$ cat src/rtl/cpu_pkg.sv
// Shared CPU definitions for the execute-stage flag logic.
//   - ALU func codes that the condition-code register cares about
//   - bit positions of Z/N/C inside the 3-bit CCR and the ALU outFlags word
//   - conditional branch encodings and helpers that map them to flags
package cpu_pkg;

   localparam logic [3:0] FUNC_ADD = 4'b1000;
   localparam logic [3:0] FUNC_SUB = 4'b1001;
   localparam logic [3:0] FUNC_AND = 4'b1010;
   localparam logic [3:0] FUNC_OR  = 4'b1011;
   localparam logic [3:0] FUNC_SHL = 4'b1100;
   localparam logic [3:0] FUNC_SHR = 4'b1101;

   localparam int FLAG_Z = 0;
   localparam int FLAG_N = 1;
   localparam int FLAG_C = 2;

   typedef enum logic [1:0] {
      BR_JZ  = 2'b00,
      BR_JN  = 2'b01,
      BR_JC  = 2'b10,
      BR_JMP = 2'b11
   } br_cond_e;

   // Which flags a func code is allowed to write.
   typedef struct packed {
      logic zn;
      logic c;
   } upd_mask_t;

   function automatic upd_mask_t func_mask(input logic [3:0] func);
      upd_mask_t m;
      m = '0;
      case (func)
         FUNC_ADD, FUNC_SUB, FUNC_SHL, FUNC_SHR: begin
            m.zn = 1'b1;
            m.c  = 1'b1;
         end
         FUNC_AND, FUNC_OR: m.zn = 1'b1;
         default: m = '0;
      endcase
      return m;
   endfunction

   // Flag tested by a conditional branch. JMP tests nothing; the caller
   // must qualify with the JMP decode before using the index.
   function automatic logic [1:0] flag_idx(input br_cond_e cond);
      logic [1:0] idx;
      case (cond)
         BR_JZ:   idx = 2'(FLAG_Z);
         BR_JN:   idx = 2'(FLAG_N);
         BR_JC:   idx = 2'(FLAG_C);
         default: idx = 2'(FLAG_Z);
      endcase
      return idx;
   endfunction

endpackage

$ cat src/rtl/flag_shadow_stack.sv
// LIFO of 3-bit CCR snapshots used across interrupt entry/return.
// Ports:
//   clk, rst_n      clock, async active-low reset (clears all entries)
//   push, pop       one operation per cycle; push ignored when full,
//                   pop ignored when empty, pop wins if both are set
//   push_data       snapshot to store
//   top_data        most recently pushed entry (0 when empty)
//   count           occupied entries
//   full, empty     occupancy flags
module flag_shadow_stack #(
   parameter  int DEPTH = 2,
   localparam int CNT_W = $clog2(DEPTH + 1)
) (
   input  logic             clk,
   input  logic             rst_n,
   input  logic             push,
   input  logic             pop,
   input  logic [2:0]       push_data,
   output logic [2:0]       top_data,
   output logic [CNT_W-1:0] count,
   output logic             full,
   output logic             empty
);

   logic [2:0]       entry_q [DEPTH];
   logic [2:0]       entry_d [DEPTH];
   logic [CNT_W-1:0] count_q;
   logic [CNT_W-1:0] count_d;

   assign full  = (count_q == CNT_W'(DEPTH));
   assign empty = (count_q == '0);
   assign count = count_q;

   always_comb begin
      entry_d  = entry_q;
      count_d  = count_q;
      top_data = '0;
      // Compare-based selection keeps the index width independent of DEPTH.
      for (int i = 0; i < DEPTH; i++) begin
         if (count_q == CNT_W'(i + 1)) top_data = entry_q[i];
      end
      if (pop && !empty) begin
         count_d = count_q - CNT_W'(1);
      end else if (push && !full) begin
         for (int i = 0; i < DEPTH; i++) begin
            if (count_q == CNT_W'(i)) entry_d[i] = push_data;
         end
         count_d = count_q + CNT_W'(1);
      end
   end

   always_ff @(posedge clk or negedge rst_n) begin
      if (!rst_n) begin
         count_q <= '0;
         for (int i = 0; i < DEPTH; i++) entry_q[i] <= '0;
      end else begin
         count_q <= count_d;
         entry_q <= entry_d;
      end
   end

endmodule

$ cat src/rtl/flag_register_unit.sv
// Condition-code register sitting after the ALU in EX.
// Latches Z/N/C from the ALU under a func-code mask, applies SETC/CLRC,
// resolves conditional branches against the same-cycle (bypassed) flags,
// clears the tested flag on a taken conditional branch, and saves/restores
// the flags through a shadow stack on interrupt entry / RTI.
// Ports:
//   clk, rst_n            clock, async active-low reset
//   stall                 freezes all state and suppresses br_taken
//   ex_valid, ex_func     EX instruction valid and its ALU func code
//   alu_flags             ALU outFlags (bit0 Z, bit1 N, bit2 C)
//   setc, clrc            carry set/clear (clrc wins)
//   br_valid, br_cond     branch evaluation request and condition
//   br_taken              combinational branch decision
//   int_save, rti_restore push / pop the CCR
//   ccr                   registered {C,N,Z}
//   shadow_count          occupied shadow entries
//   shadow_err            sticky misuse flag (overflow, underflow, both)
module flag_register_unit
   import cpu_pkg::*;
#(
   parameter  int SHADOW_DEPTH     = 2,
   parameter  bit CONSUME_ON_TAKEN = 1'b1,
   localparam int CNT_W            = $clog2(SHADOW_DEPTH + 1)
) (
   input  logic             clk,
   input  logic             rst_n,
   input  logic             stall,
   input  logic             ex_valid,
   input  logic [3:0]       ex_func,
   input  logic [15:0]      alu_flags,
   input  logic             setc,
   input  logic             clrc,
   input  logic             br_valid,
   input  logic [1:0]       br_cond,
   output logic             br_taken,
   input  logic             int_save,
   input  logic             rti_restore,
   output logic [2:0]       ccr,
   output logic [CNT_W-1:0] shadow_count,
   output logic             shadow_err
);

   upd_mask_t  mask;
   br_cond_e   cond;
   logic [1:0] tidx;
   logic       is_jmp;
   logic       taken;
   logic [2:0] upd;
   logic [2:0] nxt;
   logic [2:0] ccr_d, ccr_q;
   logic       err_d, err_q;
   logic [2:0] top_data;
   logic       push, pop, full, empty;

   // Upper outFlags bits carry nothing this unit uses.
   logic       unused_ok;
   assign unused_ok = ^alu_flags[15:3];

   assign cond = br_cond_e'(br_cond);

   // Flag update, bypass and consume. The branch sees upd, so a flag the
   // ALU writes this cycle already steers the branch.
   always_comb begin
      mask   = func_mask(ex_func);
      upd    = ccr_q;
      if (ex_valid && mask.zn) begin
         upd[FLAG_Z] = alu_flags[FLAG_Z];
         upd[FLAG_N] = alu_flags[FLAG_N];
      end
      if (ex_valid && mask.c) upd[FLAG_C] = alu_flags[FLAG_C];
      if (clrc)      upd[FLAG_C] = 1'b0;
      else if (setc) upd[FLAG_C] = 1'b1;

      is_jmp = (cond == BR_JMP);
      tidx   = flag_idx(cond);
      taken  = br_valid && !stall && (is_jmp || upd[tidx]);

      nxt    = upd;
      if (CONSUME_ON_TAKEN && taken && !is_jmp) nxt[tidx] = 1'b0;
   end

   assign br_taken = taken;

   // A simultaneous save/restore performs only the restore.
   assign push = !stall && int_save && !rti_restore && !full;
   assign pop  = !stall && rti_restore && !empty;

   always_comb begin
      ccr_d = ccr_q;
      err_d = err_q;
      if (!stall) begin
         // A successful restore discards every other update this cycle.
         ccr_d = pop ? top_data : nxt;
         if ((int_save && rti_restore) || (int_save && full) ||
             (rti_restore && empty))
            err_d = 1'b1;
      end
   end

   always_ff @(posedge clk or negedge rst_n) begin
      if (!rst_n) begin
         ccr_q <= '0;
         err_q <= 1'b0;
      end else begin
         ccr_q <= ccr_d;
         err_q <= err_d;
      end
   end

   flag_shadow_stack #(
      .DEPTH (SHADOW_DEPTH)
   ) u_shadow (
      .clk       (clk),
      .rst_n     (rst_n),
      .push      (push),
      .pop       (pop),
      .push_data (nxt),
      .top_data  (top_data),
      .count     (shadow_count),
      .full      (full),
      .empty     (empty)
   );

   assign ccr        = ccr_q;
   assign shadow_err = err_q;

endmodule

$ cat config.mk
export PLATFORM = sky130hd
export DESIGN_NAME = flag_register_unit
export DESIGN_NICKNAME = d
export VERILOG_FILES = /design/src/rtl/cpu_pkg.sv /design/src/rtl/flag_shadow_stack.sv /design/src/rtl/flag_register_unit.sv
export SDC_FILE = /design/constraint.sdc
export NUM_CORES = 1
export LEC_CHECK = 0
export ABC_AREA = 1
export BUFFER_PORTS_ARGS = -buffer_cell sky130_fd_sc_hd__buf_2
export CORE_MARGIN = 2
export CORE_UTILIZATION = 42
export CTS_CLUSTER_SIZE = 10
export DETAILED_ROUTE_END_ITERATION = 10
export PLACE_DENSITY = 0.74
export SLEW_MARGIN = 20
export SYNTH_ARGS = -nofsm -noshare
export SYNTH_HDL_FRONTEND = slang
export SYNTH_SLANG_ARGS = --single-unit
$ cat constraint.sdc
create_clock -name clk -period 1.5 [get_ports clk]
set_clock_uncertainty 0.15 [all_clocks]
set_input_delay 0.3 -clock clk [delete_from_list [all_inputs] [get_ports clk]]
set_output_delay 0.3 -clock clk [all_outputs]
set_load 0.005 [all_outputs]
Yosys cells after proc, flatten, opt, wreduce, memory -nomap -nowiden:

Cells that the tools add are included.

* output and inout port bits: 7
* input port bits: 31
* register bits after elaboration: 12
* logic and storage cells: 72

* $lt $le $gt $ge: 2
* eq/ne operators: 11
* add/sub/neg operators: 2
* reductions and logical operators: 31
* muxes and demuxes: 17
* bitwise logic cells: 4

Operators by type and width (count)
* equality test 4 bit, second input constant: 6
* logical AND 1 bit: 16
* two-way mux 3 bit: 4
* two-way mux 1 bit: 7
* equality test 2 bit, second input constant: 3
* two-way mux 2 bit: 3
* AND reduction 3 bit: 2
* OR reduction 6 bit: 1
* zero test 1 bit: 5
* equality test 2 x 1 -> 1 bit, second input constant: 2
* one-hot mux 2 bit (2 select lines): 1
* OR reduction 4 bit: 1
* AND 3 bit: 1
* logical OR 1 bit: 3
* less-than comparator 2 x 3 -> 1 bit, second input constant: 1
* NOT 3 bit: 1
* adder 2 x 1 -> 2 bit, second input constant: 1
* binary-select mux 1 bit (select 2 bit): 1
* demux 1 bit (select 2 bit): 1
* >= comparator 2 x 1 -> 1 bit, second input constant: 1
* zero test 2 bit: 1
* NOT 1 bit: 2
* AND reduction 2 bit: 1
* nonzero test 2 bit: 1
* subtractor 2 x 1 -> 2 bit, second input constant: 1

Longest topological paths before layout:

Gate-level depths: netlist (run 1).

* depth after elaboration: 14
* mapped depth: 12
* mapped depth without buffers: 12

Modules after synthesis:

Synthesis (run 1) repeated with hierarchy kept, for this count alone.

* cells, all modules: 126
* area, all modules: 920.9 um2

Modules (own cells, without submodules)
* flag_shadow_stack: instances 1, sequential area each 200.2 um2, cells an instance 61, area each 478.0 um2
* flag_register_unit: instances 1, sequential area each 100.1 um2, cells an instance 65, area each 442.9 um2

Least setup slack after synthesis (run 1):

OpenSTA, ideal clock, no wires.

* kind: register -> register
* start point: reg u_shadow.count_q[0], in the netlist u_shadow.count[0]
* end point: reg u_shadow.entry_q[0] (netlist name)
* data arrival time: 1.323 ns
* clock period less this slack: 1.598 ns
* path buffers: 0
* data required time: 1.226 ns
* setup time: 0.124 ns
* stages on the path, launching flop included: 9
* setup slack: -0.098 ns
* cells stage by stage: dfrtp_1 -> inv_1 -> ha_1 -> nor2_1 -> nand2_1 -> nor2_1 -> nand2_1 -> nand2_1 -> o21ai_1

* cells in the longest elaborated chain, start to end: 6
* elaborated cells on any way between the ends: 11
* those cells by class: eq/ne (2); bitwise (1); reduce/logical (8)

RTL lines
* start: declaration: RTL line flag_shadow_stack.sv:27 `logic [CNT_W-1:0] count_q;`
* start signal: assignment: RTL line flag_shadow_stack.sv:57 `count_q <= count_d;`
* zero test 2 bit: RTL line flag_shadow_stack.sv:31 `assign empty = (count_q == '0);`
* zero test 1 bit: RTL line flag_shadow_stack.sv:42, flag_register_unit.sv:86
* logical AND 1 bit: RTL line flag_register_unit.sv:86 `assign pop = !stall && rti_restore && !empty;`
* logical AND 1 bit: RTL line flag_shadow_stack.sv:42 `if (pop && !empty) begin`
* NOT 1 bit (no line)
* AND reduction 3 bit (no line) (*)
* end signal: assignment: RTL line flag_shadow_stack.sv:58 `entry_q <= entry_d;`
* end: declaration: RTL line flag_shadow_stack.sv:25 `logic [2:0] entry_q [DEPTH];`

Mark *: on every way between the ends. The rest lies on a longest branch, timed or not.
A chain may end at the register's enable or synchronous reset.

Worst setup path in the final report (run 1):

* start point: reg ccr_q[2], in the netlist ccr[2]
* end point: out br_taken

* cells in the longest elaborated chain, start to end: 7

RTL lines
* start: declaration: RTL line flag_register_unit.sv:50 `logic [2:0] ccr_d, ccr_q;`
* start signal: assignment: RTL line flag_register_unit.sv:105 `ccr_q <= ccr_d;`
* two-way mux 1 bit: RTL line flag_register_unit.sv:70 `if (ex_valid && mask.c) upd[FLAG_C] = alu_flags[FLAG_C];`
* two-way mux 1 bit: RTL line flag_register_unit.sv:72 `else if (setc) upd[FLAG_C] = 1'b1;`
* two-way mux 1 bit: RTL line flag_register_unit.sv:71 `if (clrc) upd[FLAG_C] = 1'b0;`
* binary-select mux 1 bit (select 2 bit): RTL line flag_register_unit.sv:76 `taken = br_valid && !stall && (is_jmp || upd[tidx]);`
* two-way mux 1 bit (implied by the code): RTL line flag_register_unit.sv:76
* logical OR 1 bit: RTL line flag_register_unit.sv:76
* logical AND 1 bit: RTL line flag_register_unit.sv:76
* end: declaration: RTL line flag_register_unit.sv:35 `output logic br_taken,`

Every way passes these cells. The select of a mux whose other input is x is not followed.

==> results of run 1 <==
power groups by stage:
stage | clock, mW | combinational (mW) | sequential (mW)
floorplan | 0 | 0.437 | 0.520
CTS | 0.275 | 0.868 | 0.519
detailed placement | 0 | 0.780 | 0.523
finish | 0.270 | 1.11 | 0.536
global placement | 0 | 0.751 | 0.519
global route | 0.293 | 1.22 | 0.547
logic make-up after synthesis:
kind of cell | synth area share (%)
and+or+nand+nor | 33.6
buffers and inverters | 8.93
AOI/OAI and AO/OA | 11.9
adders and majority gates | 12.2
DFF | 32.5
xor gates and xnor gates | 0.947
cell usage in the layout (no fill, tap or decap), types with 4 or more instances in the layout:
cell type,n
buf_6,4
buf_4,21
o21ai_2,4
nand2_2,8
nor2_1,5
dfrtp_1,12
a21oi_1,4
inv_1,15
inv_2,5
nand2_1,19
nor2_4,4
nand3_2,4
buf_2,22
ha_1,6
o21ai_1,5
nand3_1,8
through the flow:
stage | instances | worst slack, ns | power (mW)
after floorplan | 121 | -0.0140 | 0.957
after global placement | 187 | -0.168 | 1.27
after detailed placement | 187 | -0.182 | 1.30
after CTS | 195 | -0.261 | 1.66
after global routing | 199 | -0.341 | 2.06
final | 199 | -0.248 | 1.91
area by class of cell:
cell class                 count  area share [%]
multi-input combinational     88            45.8
timing repair buffer          48            22.8
sequential                    12            21.2
inverter                      20            5.30
clock buffer                   4            2.56
tap                           27            2.38
routing by layer:
layer	global-route usage, %	vias to the layer above	routed length, um
met4	9.01	0	85
met2	34.6	27	1370
met5	0	-	0
met1	25.6	462	1150
met3	3.80	11	106
li1	-	492	-
sequential cells by signal, indices dropped and copies added (netlist names):
register          count
u_shadow.entry_q      6
ccr                   3
u_shadow.count        2
shadow_err            1
worst max-delay path by stage:
| stage | endpoint | slack, ns |
|---|---|---|
| finish | br_taken | -0.25 |
| global route | br_taken | -0.34 |
| CTS | br_taken | -0.26 |
| detailed placement | br_taken | -0.18 |
| global placement | br_taken | -0.17 |
| floorplan | ccr[1] | -0.01 |
timing repair:
| item | CTS | global route |
|---|---|---|
| hold buffers | 1 | 0 |
| pin swaps | 8 | 13 |
| resized for setup | 9 | 20 |
| endpoints found under the setup margin | 12 | 13 |
| endpoints found under the hold margin | 12 | 0 |
| setup buffers | 3 | 5 |
==> impl_metrics.csv, run 1 <==
group,metric,value,unit
critical_path,startpoint,"ccr[2]",
cells_and_area,nNetsFinal,213,
cts,clockBufferDepth,2,
cells_and_area,layout-drive-gt1-share,50.6,%
synth,seq_area_frac_synth,32.5,%
synth,synth.distinct_cells,24,
timing,relSlewSlack,81.3,%
floorplanning,die_width,50.9,um
synth,synth_most_common_cell,"nand2_1",
critical_path,crit_cells,6,
drt,wl,2710,um
cells_and_area,final_core_util,70.1,%
timing,holdWs,0.216,ns
grt,antenna_found_initial,0,
cells_and_area,area.growth.synth_to_final,53.3,%
pwr,switching_share,40.0,%
cells_and_area,diodes,0,
critical_path,required,1.05,ns
cells_and_area,multi_input_area,649,um2
cells_and_area,fill_cells,153,
pwr,power_density,1350,mW/mm2
drt,wl_per_cell,13.6,um
cts,cts-root-buf,"clkbuf_4",
cts,cts_num_sinks,12,
pwr,power_frac_seq,28.0,%
synth,synth_commonest_cells,"nand2_1, inv_1, dfrtp_1",
timing,period_minus_slack,1.75,ns
synth,synth_top_area_share,32.5,%
status,status,"finished with violations",
grt,grt.overflow.total,0,
critical_path,crit_family,"flip-flops",
critical_path,critPathArrivalTime,1.30,ns
drt,dr.pass1.iters,4,
timing,min_period_over_period,117,%
cells_and_area,fin_area,0.00142,mm2
timing,fin_ws,-0.248,ns
drt,drc,0,
floorplanning,die_area,0.00259,mm2
pwr,cellLeakagePower,0.752,nW
critical_path,crit_chain,"o21ai_1 > nand3b_1 > nand3_2 > nand2_4 > o21a_1 > buf_2",
floorplanning,core_area,0.00202,mm2
cts,cts_tree,"done",
cts,clk_latency,0.28,ns
timing,worst_slew_pin_slew,0.281,ns
synth,syn_inst,121,
drt,vias,992,
critical_path,cp.buffers_inverters,1,
pwr,ir_drop,1160,uV
critical_path,r2r_start,"ccr[2]",
place,port_buffers,23,
critical_path,reg2reg_slack,-0.24,ns
critical_path,critPathKind,"reg -> out",
timing,fmax,572,MHz
cts,h-tree-depth,1,
pwr,power.switching,0.767,mW
drt,antenna_left,0,
timing,tns,-1.43,ns
critical_path,critPathLaunchType,"register",
synth,synth_nets,161,
timing,hold_viol_final,0,
pwr,power_frac_clock,14.1,%
timing,rsz0062_at_grt,"true",
grt,grt_pass1_vias,942,
synth,ys_ff_latch,12,
cts,path_clk_slew,0.08,ns
drt,drt_iter0_drc,17,
pwr,p_int,1.15,mW
timing,report.final.slew_viol_count,0,
grt,grt_max_degree,13,
job,cap_viol_max_count,0,
synth,synth_warnings,0,
timing,setup_viol,13,
worst_hold_path,min_path_type,"in -> reg",
pwr,p_comb_share,57.9,%
synth,yosysTopAreaCell,"dfrtp_1",
worst_hold_path,hold_start,"stall",
critical_path,end_kind,"output pin",
critical_path,cp_max_fo,2,
synth,synth_edf_count,0,
drt,routed_via_density,4.98,
critical_path,timing.rr.end,"ccr[1]",
synth,avgSynthCellArea,7.64,um2
cells_and_area,seqCellArea,300,um2
worst_hold_path,min_path_cells,2,
worst_hold_path,whs_endpoint,"shadow_err",
floorplanning,chipHeight,50.9,um
status,violations,"setup timing",
synth,synth-async-reset-ratio,100,%
synth,ys_top_cells_by_area,"dfrtp_1, ha_1, nand2_1",
place,gp_congestion,0.825,
synth,ys_dominant_reg_cell,"dfrtp_1",
place,dpl.hpwl,1720,um
place,place_area,0.00121,mm2
critical_path,crit_slowest_cell,"dfrtp_1",
grt,grt_pass1_wl,4020,um
floorplanning,io_pins,38,
grt,grt_usage,20.6,%
critical_path,max_stage_delay,0.39,ns
floorplanning,row_count,16,
floorplanning,start_util,45.7,%
synth,syn-cell-area,925,um2
cts,numCtsBuffers,3,
critical_path,reg2reg_depth,11,
(Power assumes the default switching activity.)
==> inputs of run 2 (changes only) <==
--- a/config.mk
+++ b/config.mk
@@ -7,6 +7,7 @@
 export LEC_CHECK = 0
 export ABC_AREA = 1
 export BUFFER_PORTS_ARGS = -buffer_cell sky130_fd_sc_hd__buf_2
+export CORE_ASPECT_RATIO = 0.8
 export CORE_MARGIN = 2
 export CORE_UTILIZATION = 42
 export CTS_CLUSTER_SIZE = 10
==> run 2 against run 1 <==
- the run still ends with setup timing left
- non-clock buffer count shrank 2
- sequential power about the same
- combinational power fell by 5%
- final area shrank 1.9%
- critical path type unchanged
==> impl_metrics.csv, run 2 (synthesis results as in run 1) <==
group,metric,value,unit
drt,routed_via_density,5.18,
cells_and_area,area.growth.synth_to_final,50.5,%
drt,dr.pass1.iters,4,
critical_path,critPathLaunchType,"register",
timing,relSlewSlack,81.0,%
pwr,power.switching,0.740,mW
critical_path,required,1.05,ns
pwr,power_density,1340,mW/mm2
place,dp.cells,183,
critical_path,max_stage_delay,0.38,ns
floorplanning,io_pins,38,
cts,clockBufferDepth,2,
grt,grt_usage,20.5,%
pwr,p_comb_share,56.5,%
pwr,cellLeakagePower,0.738,nW
critical_path,cp.buffers_inverters,1,
timing,rsz0062_at_grt,"true",
cells_and_area,final_core_util,65.6,%
pwr,switching_share,39.8,%
status,violations,"setup timing",
timing,hold_viol_final,0,
pwr,ir_drop,960,uV
critical_path,crit_slowest_cell,"dfrtp_1",
job,cap_viol_max_count,0,
cells_and_area,final_cells,195,
cts,clk_latency,0.28,ns
critical_path,crit_family,"flip-flops",
pwr,fin_total_pwr,1.86,mW
drt,vias,1010,
cells_and_area,diodes,0,
grt,grt.overflow.total,0,
grt,grt_max_degree,13,
cts,h-tree-depth,1,
drt,antenna_left,0,
drt,drt_iter0_drc,59,
floorplanning,die_width,56.5,um
drt,wl,2610,um
timing,report.final.slew_viol_count,0,
floorplanning,die_area,0.00260,mm2
critical_path,cp_max_fo,2,
timing,min_period_over_period,116,%
critical_path,crit_chain,"o21ai_1 > nand3b_1 > nand3_2 > nand2_4 > o21a_1 > buf_2",
critical_path,critPathArrivalTime,1.29,ns
cells_and_area,nNetsFinal,211,
cts,cts_tree,"done",
cells_and_area,layout-drive-gt1-share,47.1,%
floorplanning,chipHeight,46.0,um
cells_and_area,layout_common_cells,"nand2_1, buf_2, buf_4",
drt,drc,0,
worst_hold_path,min_path_type,"in -> reg",
timing,fin_ws,-0.242,ns
floorplanning,start_util,43.6,%
place,dpl.hpwl,1750,um
pwr,p_int,1.12,mW
cells_and_area,largest_register,"u_shadow.entry_q",
timing,setup_viol,12,
floorplanning,core_area,0.00212,mm2
critical_path,end_kind,"output pin",
pwr,power_frac_clock,14.5,%
critical_path,critPathKind,"reg -> out",
place,port_buffers,23,
cts,path_clk_slew,0.08,ns
timing,fmax,574,MHz
floorplanning,row_count,15,
drt,wl_per_cell,13.4,um
cts,numCtsBuffers,3,
place,gp_congestion,0.814,
timing,worst_slew_pin_slew,0.286,ns
status,status,"finished with violations",
grt,antenna_found_initial,0,
grt,grt_pass1_vias,962,
pwr,power_frac_seq,29.0,%
cts,cts-root-buf,"clkbuf_4",
cells_and_area,largest_reg_flops,6,
cts,cts_num_sinks,12,
grt,grt_pass1_wl,4020,um
timing,period_minus_slack,1.74,ns
-- run 2: cell types whose count changed in the layout (fill, tap and decap cells not counted), sizes merged --
cell | previous run | this run
buf | 47 | 45
-- run 2: worst paths after layout --
check	start	slack (ns)	to	depth (start not counted)
max	ccr[2]	-0.24	br_taken	6
min	stall	0.19	ccr[0]	3
max reg2reg	ccr[2]	-0.10	ccr[1]	11
min reg2reg	shadow_err	0.32	shadow_err	2
max in group asynchronous	rst_n	0.69	u_shadow.count[1]	2
min in group asynchronous	rst_n	0.28	u_shadow.entry_q[2]	2
-- run 2: power by group through the flow --
| stage | combinational, mW | sequential (mW) | clock (mW) |
|---|---|---|---|
| after CTS | 0.898 | 0.520 | 0.266 |
| after floorplan | 0.437 | 0.520 | 0 |
| after detailed placement | 0.771 | 0.527 | 0 |
| after global placement | 0.737 | 0.522 | 0 |
| final | 1.05 | 0.539 | 0.269 |
| after global routing | 1.14 | 0.553 | 0.287 |
-- run 2: layout make-up --
cell class	instances	area (um2)
sequential	12	302
inverter	20	75.1
clock buffer	4	36.3
multi-input combinational	88	632
timing repair buffer	46	315
tap	25	31.3
fill	158	729
-- run 2: metrics by stage --
step / setup TNS (ns) / setup slack (ns) / hold slack, ns / area, um2
6_report: -0.800 / -0.242 / 0.189 / 1390
3_3_place_gp: -1.02 / -0.168 / 0.0401 / 1190
3_5_place_dp: -1.38 / -0.199 / 0.0411 / 1190
5_1_grt: -1.85 / -0.322 / 0.208 / 1390
2_1_floorplan: -0.0287 / -0.0140 / -0.146 / 937
4_1_cts: -1.25 / -0.250 / 0.192 / 1320
-- run 2: tightest hold or removal path, stage by stage --
cell	delay [ns]
buf_2	0.16
nand2_1	0.08
nand2_1	0.04
-- run 2: repair_timing --
action,in CTS,in global routing
hold buffers,1,0
gates resized for setup,12,16
pin swaps,9,9
endpoints found under the setup margin,12,13
setup buffers,5,5
hold endpoints to repair,12,0
-- run 2: layer usage --
| layer | wire, um | global-route usage [%] |
|---|---|---|
| met1 | 1120 | 25.7 |
| met3 | 147 | 5.97 |
| met5 | 0 | 0 |
| met2 | 1320 | 33.7 |
| met4 | 31 | 8.10 |
